**src/rtl/led_seq_ctrl_pkg.sv**
```systemverilog
// Shared types and constants for the LED chase sequencer.
// State encodings, LED index limits and position stepping helpers.
package led_seq_ctrl_pkg;

    typedef enum logic [1:0] {
        S_IDLE  = 2'd0,
        S_RUN   = 2'd1,
        S_FLASH = 2'd2
    } state_t;

    localparam logic [6:0] LED_ALL = 7'd6;
    localparam logic [2:0] POS_MIN = 3'd0;
    localparam logic [2:0] POS_MAX = 3'd5;

    function automatic logic [2:0] start_pos(input logic d);
        return d ? POS_MAX : POS_MIN;
    endfunction

    function automatic logic [2:0] pos_step(input logic [2:0] p,
                                            input logic d);
        if (!d)
            return (p == POS_MAX) ? POS_MIN : p + 3'd1;
        else
            return (p == POS_MIN) ? POS_MAX : p - 3'd1;
    endfunction

endpackage

```
**src/rtl/led_seq_ctrl_tick_gen.sv**
```systemverilog
// Prescaler: counts 0..period-1 and pulses tick on the last count.
// A clear forces the count back to 0 on the next edge.
module led_tick_gen (
    input  logic        clk,
    input  logic        rst,
    input  logic        i_clear,
    input  logic [23:0] i_period,
    output logic        o_tick
);

    logic [23:0] r_cnt;
    logic        w_last;

    // >= keeps the counter bounded if the period ever shrinks
    assign w_last = (r_cnt >= i_period - 24'd1);
    assign o_tick = w_last;

    always_ff @(posedge clk) begin
        if (rst)
            r_cnt <= 24'd0;
        else if (i_clear || w_last)
            r_cnt <= 24'd0;
        else
            r_cnt <= r_cnt + 24'd1;
    end

endmodule

```
**src/rtl/led_seq_ctrl.sv**
```systemverilog
// "Stop the light" sequencer driving the 6-LED demux index and blank.
// Optional LED_SEQ_SPEEDUP_EN halves the step period on each hit.
module led_seq_ctrl
    import led_seq_ctrl_pkg::*;
#(
    parameter logic [23:0] TICK_DIV    = 24'd5_000_000,
    parameter logic [2:0]  TARGET      = 3'd5,
    parameter logic [3:0]  FLASH_TICKS = 4'd6
) (
    input  logic       clk,
    input  logic       rst,
    input  logic       start,
    input  logic       stop,
    input  logic       dir,
    input  logic       hit,
    output logic [6:0] n_out,
    output logic       pulse_out,
    output logic [3:0] score,
    output logic       busy
);

    state_t      r_state;
    state_t      w_next;
    logic [2:0]  r_pos;
    logic [2:0]  w_pos_d;
    logic        r_dir;
    logic [3:0]  r_ftk;
    logic        w_tick;
    logic        w_clr;
    logic        w_go;
    logic        w_score_hit;
    logic        w_flash_end;
    logic        w_step;
    logic [23:0] w_period;
    logic [6:0]  w_n_d;
    logic        w_pulse_d;
    logic        w_busy_d;

    assign w_go        = (r_state == S_IDLE) && start && !stop;
    assign w_score_hit = (r_state == S_RUN) && hit && !stop
                         && (r_pos == TARGET);
    assign w_flash_end = (r_state == S_FLASH) && w_tick && !stop
                         && (r_ftk == FLASH_TICKS - 4'd1);
    assign w_step      = (r_state == S_RUN) && (w_next == S_RUN)
                         && w_tick;
    assign w_clr       = (r_state == S_IDLE) || (w_next == S_IDLE)
                         || w_score_hit || w_flash_end;

`ifdef LED_SEQ_SPEEDUP_EN
    logic [1:0] r_level;
    logic [1:0] r_run_lvl;

    // the running period only picks up the new level on FLASH exit
    always_ff @(posedge clk) begin
        if (rst || w_go) begin
            r_level   <= 2'd0;
            r_run_lvl <= 2'd0;
        end else begin
            if (w_score_hit && r_level != 2'd3)
                r_level <= r_level + 2'd1;
            if (w_flash_end)
                r_run_lvl <= r_level;
        end
    end

    assign w_period = TICK_DIV >> r_run_lvl;
`else
    assign w_period = TICK_DIV;
`endif

    led_tick_gen u_tick (
        .clk      (clk),
        .rst      (rst),
        .i_clear  (w_clr),
        .i_period (w_period),
        .o_tick   (w_tick)
    );

    always_ff @(posedge clk) begin
        if (rst)
            r_state <= S_IDLE;
        else
            r_state <= w_next;
    end

    always_comb begin
        w_next = r_state;
        if (stop) begin
            w_next = S_IDLE;
        end else begin
            unique case (r_state)
                S_IDLE:  if (start) w_next = S_RUN;
                S_RUN:   if (hit)
                             w_next = (r_pos == TARGET) ? S_FLASH : S_IDLE;
                S_FLASH: if (w_flash_end) w_next = S_RUN;
                default: w_next = S_IDLE;
            endcase
        end
    end

    always_comb begin
        w_pos_d = r_pos;
        if (w_go)
            w_pos_d = start_pos(dir);
        else if (w_flash_end)
            w_pos_d = start_pos(r_dir);
        else if (w_step)
            w_pos_d = pos_step(r_pos, r_dir);
    end

    always_ff @(posedge clk) begin
        if (rst) begin
            r_pos <= POS_MIN;
            r_dir <= 1'b0;
            r_ftk <= 4'd0;
            score <= 4'd0;
        end else begin
            r_pos <= w_pos_d;
            if (w_go) begin
                r_dir <= dir;
                score <= 4'd0;
            end
            if (w_score_hit) begin
                r_ftk <= 4'd0;
                if (score != 4'd15)
                    score <= score + 4'd1;
            end else if (r_state == S_FLASH && w_tick) begin
                r_ftk <= r_ftk + 4'd1;
            end
        end
    end

    always_comb begin
        w_n_d     = n_out;
        w_pulse_d = 1'b1;
        w_busy_d  = 1'b0;
        unique case (w_next)
            S_RUN: begin
                w_n_d     = {4'd0, w_pos_d};
                w_pulse_d = 1'b0;
                w_busy_d  = 1'b1;
            end
            S_FLASH: begin
                w_n_d     = LED_ALL;
                w_pulse_d = (r_state == S_FLASH) ? (pulse_out ^ w_tick)
                                                 : 1'b0;
                w_busy_d  = 1'b1;
            end
            default: begin
                w_n_d     = n_out;
                w_pulse_d = 1'b1;
                w_busy_d  = 1'b0;
            end
        endcase
    end

    always_ff @(posedge clk) begin
        if (rst) begin
            n_out     <= 7'd0;
            pulse_out <= 1'b1;
            busy      <= 1'b0;
        end else begin
            n_out     <= w_n_d;
            pulse_out <= w_pulse_d;
            busy      <= w_busy_d;
        end
    end

endmodule

```
**config.mk**
```make
export PLATFORM = sky130hd
export DESIGN_NAME = led_seq_ctrl
export DESIGN_NICKNAME = d
export VERILOG_FILES = /design/src/rtl/led_seq_ctrl_pkg.sv /design/src/rtl/led_seq_ctrl_tick_gen.sv /design/src/rtl/led_seq_ctrl.sv
export SDC_FILE = /design/constraint.sdc
export NUM_CORES = 1
export LEC_CHECK = 0
export CAP_MARGIN = 20
export CORE_UTILIZATION = 60
export CTS_BUF_LIST = sky130_fd_sc_hd__clkbuf_4 sky130_fd_sc_hd__clkbuf_8
export DETAILED_ROUTE_END_ITERATION = 6
export MAX_ROUTING_LAYER = met4
export PLACE_DENSITY = 0.8
export SLEW_MARGIN = 0
export SYNTH_ARGS = -nofsm -noshare
export SYNTH_HDL_FRONTEND = slang
export SYNTH_HIERARCHICAL = 1
export SYNTH_SLANG_ARGS = --single-unit
```
**constraint.sdc**
```tcl
create_clock -name clk -period 5.1 [get_ports clk]
set_clock_uncertainty 0.1 [all_clocks]
set_input_delay 1.02 -clock clk [delete_from_list [all_inputs] [get_ports clk]]
set_output_delay 1.02 -clock clk [all_outputs]
set_load 0.01 [all_outputs]
```
## After elaboration in Yosys (flattened, before gate mapping)

Index checks and enable logic that the tools add are counted.
Widths: inputs -> output; s select.

| cells by class | value |
|---|---|
| $lt $le $gt $ge | 1 |
| multiply operators | 0 |
| shifts and indexed selects | 0 |
| add/sub/neg operators | 5 |
| bitwise logic cells | 1 |
| equality and inequality tests | 7 |
| div/mod/pow operators | 0 |
| reductions and logical operators | 22 |
| mux-type cells | 21 |

Operator list:

| kind | count |
|---|---|
| $add 24x1->24 const B | 1 |
| $ge 24x23->1 const B | 1 |
| $mux 3 | 8 |
| $pmux 7 s2 | 1 |
| $mux 4 | 3 |
| $logic_and 1x1->1 | 10 |
| $mux 2 | 5 |
| $add 4x1->4 const B | 2 |
| $pmux 2 s3 | 1 |
| $reduce_or 2->1 | 3 |
| $eq 2x1->1 const B | 2 |
| $eq 2x2->1 const B | 2 |
| $eq 4x3->1 const B | 1 |
| $logic_not 2->1 | 2 |
| $logic_or 1x1->1 | 4 |
| $ne 4x4->1 const B | 1 |
| $add 3x1->3 const B | 1 |
| $eq 3x3->1 const B | 1 |
| $logic_not 3->1 | 1 |
| $sub 3x1->3 const B | 1 |
| $mux 1 | 2 |
| $pmux 1 s2 | 1 |
| $reduce_bool 2->1 | 1 |
| $logic_not 1->1 | 1 |
| $xor 1x1->1 | 1 |

| storage, ports and cells | value |
|---|---|
| logic and storage cells | 66 |
| bits in read-only memories | 0 |
| output and inout bits | 13 |
| memories kept | 0 |
| latch bits | 0 |
| register bits | 47 |
| RAM bits | 0 |
| input port bits | 6 |

## Depth between registers and ports, before layout

Gate-level depths: netlist (run 1).

| logic depth | value |
|---|---|
| depth in word-level cells | 14 |
| depth in mapped cells | 22 |
| depth with buffers taken out | 22 |

## Cells and area by module

The synthesis (run 1) kept the hierarchy.

By module, submodules not included:

| module | times used | area each (um^2) | sequential area each (um^2) | cells an instance |
|---|---|---|---|---|
| led_tick_gen | 1 | 2,029.4 | 480.5 | 246 |
| led_seq_ctrl | 1 | 1,164.9 | 380.4 | 132 |

## Worst setup path before layout (run 1)

Ideal clock, no wire load.

| path | value |
|---|---|
| kind | register -> register |
| start point | reg u_tick.r_cnt[0] |
| end point | reg u_tick.r_cnt[21] |
| required time | 4.908 ns |
| setup time | 0.092 ns |
| arrival time | 3.894 ns |
| path slack | 1.015 ns |
| clock period less this slack | 4.085 ns |
| cell stages (with the launch flop) | 17 |
| buffers on the path | 2 |
| cell sequence | dfxtp_1 inv_1 ha_1 nand2b_1 a2111oi_0 o31ai_1 a31o_2 or2_2 nand4b_1 o21ai_1 a221o_1 ha_1 or4_1 or2_2 clkbuf_1 clkbuf_1 nor4_1 |

| between the ends | value |
|---|---|
| cells in the longest elaborated chain, start to end | 13 |
| elaborated cells between the ends (all ways) | 14 |
| those cells by class | add/sub (1); order compare (1); mux (3); reduce/logical (9) |

Ends and longest elaborated chain:

| what | RTL line | text |
|---|---|---|
| start: declaration | led_seq_ctrl_tick_gen.sv:11 | `logic [23:0] r_cnt;` |
| start signal: assignment | led_seq_ctrl_tick_gen.sv:24 | `r_cnt <= r_cnt + 24'd1;` |
| $ge 24x23->1 (*) | led_seq_ctrl_tick_gen.sv:15 | `assign w_last = (r_cnt >= i_period - 24'd1);` |
| net w_tick | led_seq_ctrl.sv:28 | `logic w_tick;` |
| $logic_and 1x1->1 (*) (2 in a row) | led_seq_ctrl.sv:42 | `assign w_flash_end = (r_state == S_FLASH) && w_tick && !stop` |
| $logic_and 1x1->1 (*) | led_seq_ctrl.sv:43 | `&& (r_ftk == FLASH_TICKS - 4'd1);` |
| $mux 2 | led_seq_ctrl.sv:95 | `S_FLASH: if (w_flash_end) w_next = S_RUN;` |
| $pmux 2 s3 | led_seq_ctrl.sv:91 | `unique case (r_state)` |
| $mux 2 | led_seq_ctrl.sv:88 | `if (stop) begin` |
| $logic_not 2->1 | led_seq_ctrl.sv:46 | `assign w_clr = (r_state == S_IDLE) \|\| (w_next == S_IDLE)` |
| $logic_or 1x1->1 | led_seq_ctrl.sv:46 |  |
| $logic_or 1x1->1 | led_seq_ctrl.sv:47 | `\|\| w_score_hit \|\| w_flash_end;` |
| $logic_or 1x1->1 (*) | led_seq_ctrl.sv:47 |  |
| net w_clr | led_seq_ctrl.sv:29 | `logic w_clr;` |
| $logic_or 1x1->1 (*) | led_seq_ctrl_tick_gen.sv:21 | `else if (i_clear \|\| w_last)` |
| $reduce_or 2->1 (no line) (*) | -- |  |

Mark *: on every way through the listed nets, which the timed path passes. The rest lies on a longest branch.
A chain may end at the register's enable or synchronous reset.

## Worst setup path in the final report (run 1)

| path | value |
|---|---|
| start point | reg u_tick.r_cnt[0] |
| end point | reg u_tick.r_cnt[2] |

Same word-level chain as after synthesis.

==> results.sh, run 1 <==
export IMPL_status="complete, no violations"
export IMPL_min_path_cells=2
export IMPL_syn2layout_area_growth_pct=15.9
export IMPL_reg2reg_from="u_tick/r_cnt[0]$_SDFF_PP0_"
export IMPL_startpoint_type="flip-flop"
export IMPL_totalWireLength_mm=6.28
export IMPL_power_density_nw_per_um2=171
export IMPL_cp_required_ps=5190
export IMPL_r2r_slack_ps=510
export IMPL_rsz0062_at_grt="false"
export IMPL_dpl_hpwl_mm=4.81
export IMPL_yosys_top_cells_count="dfxtp_1, ha_1, nor4_1, xnor2_1, nor2_1"
export IMPL_synth_warning_count=6
export IMPL_nets=493
export IMPL_via_per_inst=5.23
export IMPL_clock_path_buffers=2
export IMPL_cts_buffers=5
export IMPL_synth_edff_count=0
export IMPL_wl_per_cell_um=12.0
export IMPL_drt_iter0_markers=93
export IMPL_postRouteAntennaNets=0
export IMPL_peakVddDrop_v=0.000200
export IMPL_p_leak_uw=0.00143
export IMPL_synth_most_common_cell="dfxtp_1"
export IMPL_gp_congestion=0.794
export IMPL_synth_cell_types=62
export IMPL_die_w_um=75.0
export IMPL_num_antenna_cells=0
export IMPL_holdPathEnd="n_out[0]$_SDFFE_PP0P_"
export IMPL_hold_class="flip-flop to flip-flop"
export IMPL_yosys_register_bits=43
export IMPL_max_slew_margin_pct=47.0
export IMPL_worstHoldStart="n_out[0]$_SDFFE_PP0P_"
export IMPL_cts_tree="yes"
export IMPL_grt_pass1_vias=2435
export IMPL_multi_input_area_um2=2460
export IMPL_final_layout_size_suffix_gt1_share_pct=4.63
export IMPL_holdWs_ps=390
export IMPL_core_um2=5110
export IMPL_tns_ps=0
export IMPL_slew_viol_final=0
export IMPL_cts_sinks=43
export IMPL_r2r_cells=14
export IMPL_postSynth_asyncResetShare_pct=0
export IMPL_antenna_found_initial=0
export IMPL_die_area_um2=5620
export IMPL_ys_top_cells_by_area="dfxtp_1, ha_1, xnor2_1"
export IMPL_hold_buffers=0
export IMPL_root_buffer="clkbuf_8"
export IMPL_synth_ff_type="dfxtp_1"
export IMPL_setup_viol=0
export IMPL_yosysSeqAreaShare_pct=26.9
export IMPL_track_usage_pct=25.5
export IMPL_grt_pass1_wl_mm=10.8
export IMPL_synth_top_cell_area_share_pct=26.9
export IMPL_synth_area_um2=3190
export IMPL_ios=19
export IMPL_path_max_fanout=25
export IMPL_worstReg2RegEnd="u_tick/r_cnt[2]$_SDFF_PP0_"
export IMPL_seq_area_um2=861
export IMPL_min_period_ps=4590
export IMPL_cts_resized=0
export IMPL_hold_viol_final=0
export IMPL_nFillCells=416
export IMPL_fin_crit_sh_pct=89.9
export IMPL_die_y_um=75.0
export IMPL_overflow=0
export IMPL_max_freq_ghz=0.218
export IMPL_h_tree_depth=2
export IMPL_path_clk_slew_ps=70
export IMPL_portBuffers=14
export IMPL_drcViolationCount=0
export IMPL_crit_start="u_tick/r_cnt[0]$_SDFF_PP0_"
export IMPL_avgSynthCellArea_um2=8.45
export IMPL_syn_inst=378
export IMPL_post_cts_buffers=0
export IMPL_grt_max_degree=26
export IMPL_initial_core_util_pct=62.5
export IMPL_end_kind="flip-flop"
export IMPL_crit_type="flip-flop to flip-flop"
export IMPL_clk_latency_ps=290
export IMPL_tightest_slew_ps=793
export IMPL_power_total_uw=632
export IMPL_crit_arrival_ps=4670
export IMPL_dr_pass1_iters=4
export IMPL_yosysTopAreaCell="dfxtp_1"
export IMPL_max_cap_violations=0
export IMPL_std_cell_rows=26
export IMPL_final_core_util_pct=72.5
export IMPL_vias=2742
## cells in the final DEF, fill, tap and decap left out, types with 6 or more instances in the layout
cell / count
nand2_1: 25
inv_1: 14
nand3_1: 8
xor2_1: 19
nor2b_1: 6
ha_1: 33
nor2_1: 28
a21oi_1: 15
conb_1: 76
nand4_1: 10
clkdlybuf4s50_1: 14
xnor2_1: 29
nor3_1: 14
nand2b_1: 6
clkbuf_8: 6
dfxtp_1: 43
nor4_1: 30
## through the flow
stage	setup WS, ps	instance area [µm²]	instances
5_1_grt	243	3700	524
3_3_place_gp	740	3610	517
4_1_cts	528	3700	524
6_report	515	3700	524
2_1_floorplan	1010	3470	452
3_5_place_dp	546	3610	517
## per-layer routing
layer  vias to the layer above  wire length, µm  track usage, %
met4                         0               72            6.50
met3                         9              182            2.41
met2                        37             2880            39.7
li1                       1446                -               -
met5                         -                0               -
met1                      1250             3150            35.6
## cell type report
cell class | count | area share (%)
clock inverter | 1 | 0.135
multi-input combinational | 375 | 66.6
clock buffer | 6 | 2.23
sequential | 43 | 23.3
timing repair buffer | 15 | 3.99
tap | 70 | 2.37
inverter | 14 | 1.42
## worst max path at each step
| stage | end | slack (ps) |
|---|---|---|
| 6_report | u_tick/r_cnt[2]$_SDFF_PP0_ | 510 |
| 4_1_cts | u_tick/r_cnt[2]$_SDFF_PP0_ | 530 |
| 5_1_grt | u_tick/r_cnt[17]$_SDFF_PP0_ | 240 |
| 3_3_place_gp | u_tick/r_cnt[3]$_SDFF_PP0_ | 740 |
| 2_1_floorplan | u_tick/r_cnt[21]$_SDFF_PP0_ | 1010 |
| 3_5_place_dp | u_tick/r_cnt[13]$_SDFF_PP0_ | 550 |
## flip-flops by register name, summed over array words and instances (netlist names)
signal        flops
r_ftk             4
pulse_out         1
r_dir             1
n_out             3
r_pos             3
score             4
busy              1
u_tick/r_cnt     24
r_state           2
## cells by family (layout without fill, tap and decap cells)
kind of cell               after synthesis  after routing  synth area share, %
xor gates and xnor gates                48             48                 13.2
muxes                                    3              3                0.979
AOI/OAI and AO/OA                       48             48                 10.5
and+or+nand+nor                        167            167                 30.6
adders and majority gates               33             33                 12.9
buffers and inverters                   34             36                 4.58
DFF                                     43             43                 26.9
other                                    2             76                0.235
## critical path, cell delays in order, from the launching register on
cell	delay (ps)
dfxtp_1	350
inv_1	70
ha_1	210
nand2b_1	140
a2111oi_0	450
o31ai_1	130
a31o_2	420
or2_2	400
nand4b_1	180
o21ai_1	90
a221o_1	390
ha_1	210
or4_1	530
or2_2	500
nor4_1	310
## power breakdown
group / switching [µW] / leakage, µW / internal, µW
registers: 4.80 / 0.000347 / 339
clock network: 109 / 0.0000470 / 106
logic: 40.3 / 0.00104 / 32.6
Power figures use the tool's default switching activity.
==> inputs of run 2 (changes only) <==
- CORE_ASPECT_RATIO: not set -> 1.1
==> results.sh, run 2 (synthesis results as in run 1) <==
export IMPL_hold_class="flip-flop to flip-flop"
export IMPL_post_cts_buffers=0
export IMPL_min_period_ps=4320
export IMPL_power_total_uw=634
export IMPL_fin_crit_sh_pct=84.7
export IMPL_hold_buffers=0
export IMPL_postRouteAntennaNets=0
export IMPL_cts_resized=0
export IMPL_gp_congestion=0.852
export IMPL_crit_arrival_ps=4420
export IMPL_grt_pass1_wl_mm=11.0
export IMPL_cp_required_ps=5200
export IMPL_drt_iter0_markers=113
export IMPL_tightest_slew_ps=792
export IMPL_power_density_nw_per_um2=171
export IMPL_final_common_cell="conb_1"
export IMPL_syn2layout_area_growth_pct=15.7
export IMPL_tns_ps=0
export IMPL_h_tree_depth=2
export IMPL_die_area_um2=5620
export IMPL_largest_reg_flops=24
export IMPL_max_freq_ghz=0.232
export IMPL_p_leak_uw=0.00143
export IMPL_setup_viol=0
export IMPL_cts_sinks=43
export IMPL_totalWireLength_mm=6.22
export IMPL_portBuffers=14
export IMPL_hold_viol_final=0
export IMPL_crit_type="flip-flop to flip-flop"
export IMPL_final_cells=514
export IMPL_rsz0062_at_grt="false"
export IMPL_vias=2754
export IMPL_num_antenna_cells=0
export IMPL_holdWs_ps=376
export IMPL_reg_top3="u_tick/r_cnt (24), r_ftk (4), score (4)"
export IMPL_grt_max_degree=25
export IMPL_nFillCells=426
export IMPL_cts_buffers=5
export IMPL_dp_cells=506
export IMPL_wl_per_cell_um=12.1
export IMPL_slew_viol_final=0
export IMPL_grt_pass1_vias=2559
export IMPL_cts_tree="yes"
export IMPL_dpl_hpwl_mm=4.83
export IMPL_drcViolationCount=0
export IMPL_startpoint_type="flip-flop"
export IMPL_core_um2=5070
export IMPL_std_cell_rows=27
export IMPL_final_core_util_pct=72.9
export IMPL_antenna_found_initial=0
export IMPL_overflow=0
export IMPL_max_slew_margin_pct=47.0
export IMPL_end_kind="flip-flop"
export IMPL_path_clk_slew_ps=80
export IMPL_die_w_um=71.6
export IMPL_dr_pass1_iters=6
export IMPL_peakVddDrop_v=0.000124
export IMPL_via_per_inst=5.36
export IMPL_clk_latency_ps=290
export IMPL_status="complete, no violations"
export IMPL_final_layout_size_suffix_gt1_share_pct=5.04
export IMPL_nets=494
export IMPL_track_usage_pct=24.8
export IMPL_root_buffer="clkbuf_8"
export IMPL_clock_path_buffers=2
export IMPL_path_max_fanout=23
export IMPL_initial_core_util_pct=63.0
export IMPL_largest_register="u_tick/r_cnt"
export IMPL_max_cap_violations=0
export IMPL_ios=19
export IMPL_die_y_um=78.5
export IMPL_mostFrequentLayoutCells="conb_1, dfxtp_1, ha_1"
## run 2: cell types whose count changed in the layout (fill, tap and decap cells not counted)
cell / previous run / this run
buf_4: 1 / 2
clkbuf_4: 0 / 1
clkbuf_8: 6 / 5
clkinvlp_4: 0 / 1
## run 2: through the flow
step / worst slack [ps] / area [µm²]
after floorplan: 1010 / 3470
after global routing: 468 / 3690
after detailed placement: 818 / 3610
final: 781 / 3690
after global placement: 990 / 3610
after CTS: 804 / 3690
## run 2: area by class of cell
type | instances | area (µm²) | share of cell area [%]
Sequential cell | 43 | 861 | 23.3
Clock buffer | 6 | 76.3 | 2.07
Timing Repair Buffer | 16 | 155 | 4.20
Multi-Input combinational cell | 375 | 2460 | 66.7
Clock inverter | 2 | 12.5 | 0.339
Tap cell | 58 | 72.6 | 1.96
Inverter | 14 | 52.6 | 1.42
## run 2: worst max-delay path: stages (launching register included)
cell,delay [ps]
dfxtp_1,340
inv_1,60
ha_1,210
nand2b_1,130
a2111oi_0,450
o31ai_1,130
a31o_2,260
or2_2,330
nand4b_1,180
o21ai_1,90
a221o_1,390
ha_1,210
or4_1,540
or2_2,500
nor4_1,310
## run 2: path summary, 6_finish.rpt
| path | startpoint | to | slack (ps) | cells past startpoint |
|---|---|---|---|---|
| hold / removal | n_out[0]$_SDFFE_PP0P_ | n_out[0]$_SDFFE_PP0P_ | 380 | 2 |
| setup / recovery | u_tick/r_cnt[0]$_SDFF_PP0_ | u_tick/r_cnt[22]$_SDFF_PP0_ | 780 | 14 |
| setup reg to reg | u_tick/r_cnt[0]$_SDFF_PP0_ | u_tick/r_cnt[22]$_SDFF_PP0_ | 780 | 14 |
| hold reg to reg | n_out[0]$_SDFFE_PP0P_ | n_out[0]$_SDFFE_PP0P_ | 380 | 2 |
## run 2: where the power goes
part           internal (µW)  switching (µW)  leakage, µW
registers                339            4.80     0.000347
logic                   32.5            39.8      0.00104
clock network            101             116    0.0000446
total                    473             161      0.00143
## run 2: routing by layer
metal  GRT usage, %  part of all wire [%]  routed length, µm  vias to the layer above
li1               -                     -                  -                     1452
met1           28.1                    46               2870                     1266
met2           44.2                    51               3170                       30
met3           3.59                   1.7                105                        6
met4           9.22                   1.2                 73                        0
met5              -                     0                  0                        -
